===== src/rtl/data_access_unit.sv =====
// Data access unit: turns a MEM-stage load/store into one data-cache
// transaction and returns the extended load result with a done pulse.
module data_access_unit (
    input  logic        clk,
    input  logic        rst,
    input  logic        valid_i,
    input  logic        dcache_read,
    input  logic        dcache_write,
    input  logic [2:0]  funct3,
    input  logic [31:0] addr,
    input  logic [31:0] store_data,
    input  logic        flush,
    input  logic        dmem_resp,
    input  logic [31:0] dmem_rdata,
    output logic        dmem_read,
    output logic        dmem_write,
    output logic [31:0] dmem_address,
    output logic [31:0] dmem_wdata,
    output logic [3:0]  dmem_byte_enable,
    output logic        stall,
    output logic        done,
    output logic [31:0] load_data,
    output logic        misaligned
);

    typedef enum logic [1:0] {IDLE, WAIT, DONE} state_t;

    state_t      state_q;
    logic        dmem_read_q, dmem_write_q;
    logic [31:0] dmem_address_q, dmem_wdata_q;
    logic [3:0]  byte_enable_q;
    logic        done_q, misaligned_q;
    logic [31:0] load_data_q;
    logic [2:0]  funct3_q;
    logic [1:0]  offset_q;
    logic        is_store_q;
    logic        flushed_q;

    logic        req;
    logic        illegal;
    logic [3:0]  byte_enable_d;
    logic [31:0] wdata_d;

    // Select the addressed byte/half from the returned word and extend it.
    function automatic logic [31:0] extend_load(input logic [2:0] f3,
                                                input logic [1:0] off,
                                                input logic [31:0] word);
        logic [31:0] shifted;
        logic [31:0] result;
        shifted = word >> {off, 3'b000};
        case (f3)
            3'b000:  result = {{24{shifted[7]}}, shifted[7:0]};
            3'b001:  result = {{16{shifted[15]}}, shifted[15:0]};
            3'b100:  result = {24'd0, shifted[7:0]};
            3'b101:  result = {16'd0, shifted[15:0]};
            default: result = word;
        endcase
        extend_load = result;
    endfunction

    assign req = valid_i & (dcache_read | dcache_write) & ~flush;

    // Classify the request: conflicting strobes, unknown width or bad alignment.
    always_comb begin
        illegal = 1'b0;
        if (dcache_read && dcache_write) begin
            illegal = 1'b1;
        end else begin
            case (funct3)
                3'b000:  illegal = 1'b0;
                3'b001:  illegal = addr[0];
                3'b010:  illegal = addr[1] | addr[0];
                3'b100:  illegal = dcache_write;
                3'b101:  illegal = dcache_write | addr[0];
                default: illegal = 1'b1;
            endcase
        end
    end

    // Byte lanes and lane-replicated write data; loads fetch the whole word.
    always_comb begin
        byte_enable_d = 4'b1111;
        wdata_d       = store_data;
        if (dcache_write) begin
            case (funct3[1:0])
                2'b00: begin
                    byte_enable_d = 4'b0001 << addr[1:0];
                    wdata_d       = {4{store_data[7:0]}};
                end
                2'b01: begin
                    byte_enable_d = 4'b0011 << addr[1:0];
                    wdata_d       = {2{store_data[15:0]}};
                end
                default: begin
                    byte_enable_d = 4'b1111;
                    wdata_d       = store_data;
                end
            endcase
        end
    end

    // Control FSM with registered cache strobes and completion outputs.
    always_ff @(posedge clk) begin
        if (rst) begin
            state_q        <= IDLE;
            dmem_read_q    <= 1'b0;
            dmem_write_q   <= 1'b0;
            dmem_address_q <= 32'd0;
            dmem_wdata_q   <= 32'd0;
            byte_enable_q  <= 4'd0;
            done_q         <= 1'b0;
            misaligned_q   <= 1'b0;
            load_data_q    <= 32'd0;
            funct3_q       <= 3'd0;
            offset_q       <= 2'd0;
            is_store_q     <= 1'b0;
            flushed_q      <= 1'b0;
        end else begin
            done_q       <= 1'b0;
            misaligned_q <= 1'b0;
            case (state_q)
                IDLE: begin
                    if (req) begin
                        if (illegal) begin
                            misaligned_q <= 1'b1;
                        end else begin
                            state_q        <= WAIT;
                            dmem_read_q    <= dcache_read;
                            dmem_write_q   <= dcache_write;
                            dmem_address_q <= {addr[31:2], 2'b00};
                            dmem_wdata_q   <= wdata_d;
                            byte_enable_q  <= byte_enable_d;
                            funct3_q       <= funct3;
                            offset_q       <= addr[1:0];
                            is_store_q     <= dcache_write;
                            flushed_q      <= 1'b0;
                        end
                    end
                end
                WAIT: begin
                    // A squashed access still runs to completion so the cache
                    // handshake stays intact; only its result is discarded.
                    if (flush) begin
                        flushed_q <= 1'b1;
                    end
                    if (dmem_resp) begin
                        dmem_read_q  <= 1'b0;
                        dmem_write_q <= 1'b0;
                        if (flushed_q || flush) begin
                            state_q <= IDLE;
                        end else begin
                            state_q     <= DONE;
                            done_q      <= 1'b1;
                            load_data_q <= is_store_q ? 32'd0
                                         : extend_load(funct3_q, offset_q, dmem_rdata);
                        end
                    end
                end
                DONE: begin
                    state_q <= IDLE;
                end
                default: begin
                    state_q <= IDLE;
                end
            endcase
        end
    end

    assign stall = ~rst & (((state_q == IDLE) & req & ~illegal) | (state_q == WAIT));

    assign dmem_read        = dmem_read_q;
    assign dmem_write       = dmem_write_q;
    assign dmem_address     = dmem_address_q;
    assign dmem_wdata       = dmem_wdata_q;
    assign dmem_byte_enable = byte_enable_q;
    assign done             = done_q;
    assign misaligned       = misaligned_q;
    assign load_data        = load_data_q;

endmodule

===== config.mk =====
export PLATFORM = sky130hd
export DESIGN_NAME = data_access_unit
export DESIGN_NICKNAME = d
export VERILOG_FILES = /design/src/rtl/data_access_unit.sv
export SDC_FILE = /design/constraint.sdc
export NUM_CORES = 1
export LEC_CHECK = 0
export ABC_AREA = 1
export CAP_MARGIN = 20
export CORE_ASPECT_RATIO = 1.2
export CORE_MARGIN = 3
export CORE_UTILIZATION = 41
export CTS_BUF_LIST = sky130_fd_sc_hd__clkbuf_4
export DETAILED_ROUTE_END_ITERATION = 8
export PLACE_DENSITY_LB_ADDON = 0.08
export SYNTH_ARGS = -nofsm -noshare
export SYNTH_HDL_FRONTEND = slang
export SYNTH_SLANG_ARGS = --single-unit

===== constraint.sdc =====
create_clock -name clk -period 1.4 [get_ports clk]
set_input_delay 0.21 -clock clk [delete_from_list [all_inputs] [get_ports clk]]
set_output_delay 0.21 -clock clk [all_outputs]
set_load 0.1 [all_outputs]

==> results of run 1 <==
## registers in the layout, indices dropped and copies added, names as in the netlist
register / count
dmem_write: 1
funct3_q: 3
dmem_read: 1
dmem_wdata: 32
misaligned: 1
is_store_q: 1
load_data: 32
dmem_address: 30
dmem_byte_enable: 4
done: 1
flushed_q: 1
state_q: 2
offset_q: 2
## logic make-up (layout without fill, tap and decap cells)
logic type,count (synthesis),count (layout),synth area share
AOI/OAI and AO/OA,166,166,0.1545
buffers and inverters,107,381,0.09441
DFF,111,111,0.4120
other,1,3,0.0006952
and+or+nand+nor,456,456,0.3384
## area by class of cell
type                       instances  area, um2
clock buffer                      11      82.58
clock inverter                     5      63.81
sequential                       111       2245
antenna                            1      2.502
timing repair buffer             312       4359
multi-input combinational        624       3227
tap                              164      205.2
inverter                          53      207.7
fill                             803       2389
## what timing repair did
action | 4_1_cts | 5_1_grt
gates resized for setup | 82 | 162
pin swaps | 35 | 50
hold endpoints to repair | 0 | 0
setup buffers | 19 | 12
gates cloned | 11 | 2
setup endpoints to repair | 82 | 123
## through the flow
step	std cells	cell area (um2)	utilization
6_report	1281	10390	0.8131
5_1_grt	1281	10390	0.8131
4_1_cts	1276	9931	0.7770
3_5_place_dp	1231	9037	0.7071
3_3_place_gp	1231	9037	0.7071
2_1_floorplan	842	5421	-
## layout by cell type (no fill, tap or decap), drive strengths merged, types with 3 or more instances in the layout
| cell type | instances |
|---|---|
| buf | 206 |
| nand2 | 276 |
| clkdlybuf4s50 | 99 |
| a21oi | 100 |
| inv | 52 |
| nor3 | 7 |
| nor2 | 126 |
| o21ai | 65 |
| dlymetal6s2s | 5 |
| clkinv | 3 |
| clkbuf | 13 |
| nand3 | 45 |
| dfxtp | 111 |
## routing by layer
| layer | share of wire | global-route usage | vias up | wire, um |
|---|---|---|---|---|
| li1 | - | - | 3207 | - |
| met3 | 0.073 | 0.07278 | 78 | 1641 |
| met1 | 0.37 | 0.3119 | 3076 | 8382 |
| met5 | 0.00058 | 0 | - | 13 |
| met2 | 0.51 | 0.4885 | 327 | 11330 |
| met4 | 0.046 | 0.1211 | 2 | 1037 |
## where the power goes
group	internal [mW]	leakage [nW]	switching [mW]	total, mW
logic	0.954	3.53	1.27	2.23
clock network	0.601	0.0781	1.16	1.76
registers	3.24	0.906	0.0910	3.33
total	4.80	4.51	2.53	7.32
## worst paths after layout
kind              cells after the start       endpoint  slack (ps)          start
setup / recovery                      5          stall        -470     state_q[0]
setup reg to reg                     11    funct3_q[0]        -320     state_q[0]
hold / removal                        4    offset_q[0]         140        addr[0]
hold reg to reg                       2  load_data[13]         510  load_data[13]
## worst max-delay path, stage by stage (launching register included)
cell,delay [ps]
dfxtp_1,340
or2_4,260
nor2_4,130
nand3_4,90
a21oi_4,160
buf_12,190
==> run metrics, run 1 <==
DRC Markers 0; Distinct cells, synth 25; Crit Path Class reg -> out; total power 7.322 mW; drt pass-1 iters 5; failing checks setup timing; Worst setup SP type register; post-detail-place hpwl 13,480 um; Tot GR Track Use 0.2769; synth warn 0; initial core utilization 0.4220; Pwr Density 704.5 nW/um2; Synth top cells by count 274 x nand2_1, 122 x nor2_1, 111 x dfxtp_1; CTS tree done; critical path peak fanout 2; final setup fails 84; Synth async-reset ratio 0; vias 6,690; DR WL/cell 17.49 um; CP required 1190 ps; die height 131.6 um; leakage 4.512 nW; IO Count 211; CTS max path bufs 2; first-pass GRT wire length 32,710 um; Setup WS pre-CTS -522.3 ps; arrival time worst endpoint 1660 ps; hold_ws 138.8 ps; Cell Rows 45; Tmin final 1871 ps; sequential-to-total area share from yosys stat 0.4120; GPL Wtd Cong 0.9265; Final Cycle Share 1.337; Post-Route WL 22,410 um; clock-pin slew on the worst setup and hold paths 170 ps; FMAX 534.4 MHz; DR iter-0 viols 519; final hold vios 0; status complete, but fails checks; Layout Nets 1,217; Num CTS Buffers 9; clk_lat worst skew 510 ps; Yosys top cell by area dfxtp_1; most frequent cell after synthesis nand2_1; I/O Buffers 208; initial antenna violation count 2; Max-cap violations 0; CP endpoint kind primary output; clk root buf clkbuf_4; Area Growth Syn to Fin 92.67%; worst clock skew 21.06 ps; overall die area 14,570 um2; core box area 12,780 um2; Hold Path Class in -> reg; post-synthesis cell count 841; Syn Area/Cell 6.414 um2; share of cells above drive strength 1 0.3378; PnR worst setup slack -471.2 ps; Seq cells post-synth 111; CTS HTree Levels 3; area share of the largest cell type after synthesis 0.4120; number of global-route vias before repair 6,388; CTS Sinks 111; cell area after synthesis 5394 um2; DRT antenna net count 0; VDD IR max 0.6045 mV; hold-fix buffer count after cts 0; Slew Limit Fails 0; Primary FF master, synth dfxtp_1; Post-synth EDFFs 0; GR Overflow Total 0; Post-Route Setup TNS -17,700 ps; Synth area leaders dfxtp_1 41%, nand2_1 19%, a21oi_1 9.3%, nor2_1 8.5%, o21ai_0 5.8%; largest net degree at the start of global routing 51; via-per-instance ratio 5.222; die width 110.7 um; unrepaired setup endpoints after global routing true
Power figures use the tool's default switching activity.
==> run 2, diff against run 1 <==
--- a/config.mk
+++ b/config.mk
@@ -5,7 +5,6 @@
 export SDC_FILE = /design/constraint.sdc
 export NUM_CORES = 1
 export LEC_CHECK = 0
-export ABC_AREA = 1
 export CAP_MARGIN = 20
 export CORE_ASPECT_RATIO = 1.2
 export CORE_MARGIN = 3
==> run 2 against run 1 <==
Compared with the run above: the flow still finishes with violations (setup timing); non-clock buffer count rose by 4; register-to-register slack about the same; sequential power fell by 2%; synthesized cell count fell by 26%; sequential cell count did not move; hold slack worse by 43 ps; synthesized area down 2.3%; clock skew up 4.6 ps; core utilization shrank 0.16 points; setup slack better by 96 ps; critical path type unchanged; largest cell class unchanged.
==> run metrics, run 2 <==
status complete, but fails checks; failing checks setup timing; number of global-route vias before repair 6,153; Worst path top cell family by delay flip-flops; Area Growth Syn to Fin 89.93%; Tmin final 1776 ps; synth warn 0; worst path bufs/invs 2; final setup fails 96; Synth Area in Adders 0; Slew Limit Fails 0; overall die area 14,250 um2; DRT antenna net count 0; unrepaired setup endpoints after global routing true; Critical-path top delay cell dfxtp_4; Distinct cells, synth 48; Post-Layout Cell Count 1,047; DRC Markers 0; VDD IR max 0.4650 mV; leakage 3.677 nW; cell area after synthesis 5269 um2; combinational family with the most area after synthesis compound AO/OA/AOI/OAI gates; initial core utilization 0.4273; Synth Area in XOR/XNOR 0; Seq cells post-synth 111; drt pass-1 iters 5; Post-synth EDFFs 0; die width 109.5 um; Hold Path Class in -> reg; clock-pin slew on the worst setup and hold paths 160 ps; core box area 12,330 um2; Primary FF master, synth dfxtp_1; most frequent cell after synthesis dfxtp_1; critical path peak fanout 3; compound-cell area share of the yosys netlist 0.2995; Post-Route WL 20,710 um; Synth top cells by count 111 x dfxtp_1, 87 x o21ai_0, 83 x a21oi_1; Max-cap violations 0; Final Util 0.8115; FMAX 563.2 MHz; Worst path max stage delay 380 ps; cells along the critical path buf_4 -> nor2b_1 -> o21a_4 -> buf_12; Final Cycle Share 1.268; I/O Buffers 208; clk root buf clkbuf_4; share of cells above drive strength 1 0.3869; largest net degree at the start of global routing 77; clk_lat worst skew 470 ps; post-synthesis cell count 620; DR WL/cell 19.78 um; Post-Route Setup TNS -17,670 ps; most frequent cells in the layout 118 x buf_12, 99 x clkdlybuf4s50_1, 96 x dfxtp_1; Pwr Density 683.4 nW/um2; Syn Area/Cell 8.498 um2; IO Count 211; post-detail-place hpwl 14,620 um; Synth area leaders dfxtp_1 42%, o21ai_0 8.3%, a21oi_1 7.9%, nand3_1 5.6%, mux2i_1 4.9%; CTS max path bufs 2; GPL Wtd Cong 0.9171; arrival time worst endpoint 1570 ps; Num CTS Buffers 9; Tot GR Track Use 0.2787; via-per-instance ratio 5.875; first-pass GRT wire length 31,370 um; CP required 1190 ps; sequential-to-total area share from yosys stat 0.4218; hold-fix buffer count after cts 0; Synth async-reset ratio 0; CTS Sinks 111; vias 6,151; CTS HTree Levels 3; area share of the largest cell type after synthesis 0.4218; DR iter-0 viols 325; Crit Path Class reg -> out; final hold vios 0; Yosys top cell by area dfxtp_1; GR Overflow Total 0; die height 130.2 um; hold_ws 95.45 ps; mux share of post-synthesis cell area 0.05866; Cell Rows 44; initial antenna violation count 3; CP endpoint kind primary output; Worst setup SP type register; worst clock skew 25.65 ps; most common cell after layout, fill and taps aside buf_12; simple-gate share of the synthesized area 0.1570; Layout Nets 985; DP Cell Count 1,005; PnR worst setup slack -375.6 ps; CTS tree done
## run 2: cell count changes in the layout (fill, tap and decap cells not counted), moves of 18 or more
cell / before / now
nand2_1: 246 / 20
nor2_1: 81 / 11
and4_1: 0 / 18
nor2_2: 34 / 2
a21oi_2: 27 / 8
mux2i_1: 0 / 25
nand2_4: 22 / 0
o21ai_2: 14 / 47
inv_1: 45 / 3
## run 2: per-layer routing
| layer | global-route usage | wire (um) | vias to the layer above |
|---|---|---|---|
| met2 | 0.5099 | 11120 | 259 |
| met3 | 0.06878 | 1495 | 51 |
| met5 | 0 | 13 | - |
| met1 | 0.3117 | 7466 | 2991 |
| met4 | 0.09685 | 613 | 2 |
| li1 | - | - | 2848 |
## run 2: what timing repair did
action	CTS	global route
gates cloned	4	0
resized for setup	117	68
setup buffers	17	5
pin swaps	27	24
setup endpoints to repair	106	111
## run 2: worst register-to-register path, stage by stage, from the launching register on
cell	delay, ps
dfxtp_4	380
nor2_4	130
o2111ai_4	140
buf_4	170
buf_4	130
buf_6	120
bufbuf_16	300
o211ai_1	180
o21ai_1	80
## run 2: metrics by stage
stage	instance area, um2	power (mW)	worst slack [ps]
floorplan	5364	4.165	-89.00
global placement	9146	5.040	-537.2
detailed placement	9146	5.068	-637.8
CTS	9749	6.788	-378.4
global route	10010	7.081	-462.2
finish	10010	6.839	-375.6
## run 2: power breakdown
part	switching, mW	internal [mW]	total, mW
combinational	1.07	0.845	1.91
sequential	0.0692	3.21	3.28
clock	1.09	0.551	1.64
## run 2: logic make-up after synthesis
| kind of cell | count (synthesis) |
|---|---|
| buffers and inverters | 73 |
| and+or+nand+nor | 146 |
| AOI/OAI and AO/OA | 261 |
| DFF | 111 |
| other | 1 |
| muxes | 28 |
## run 2: cell type report
type                       count  area, um2
clock buffer                   9      67.56
multi-input combinational    437       3162
antenna                        2      5.005
tap                          161      201.4
sequential                   111       2248
fill                         786       2325
inverter                       4      15.01
timing repair buffer         316       4235
clock inverter                 7      72.57
## run 2: path summary, 6_finish.rpt
kind,start,endpoint,slack [ps],depth (start not counted)
setup reg to reg,state_q[1],dmem_wdata[8],-310,8
setup / recovery,state_q[1],stall,-380,4
hold reg to reg,dmem_address[23],dmem_address[23],510,2
hold / removal,rst,state_q[1],100,3
==> run 3, diff against run 2 <==
--- a/config.mk
+++ b/config.mk
@@ -12,6 +12,7 @@
 export CTS_BUF_LIST = sky130_fd_sc_hd__clkbuf_4
 export DETAILED_ROUTE_END_ITERATION = 8
 export PLACE_DENSITY_LB_ADDON = 0.08
+export SLEW_MARGIN = 20
 export SYNTH_ARGS = -nofsm -noshare
 export SYNTH_HDL_FRONTEND = slang
 export SYNTH_SLANG_ARGS = --single-unit
==> results of run 3 <==
No change in the layout: final DEF, timing and power equal those of run 2.
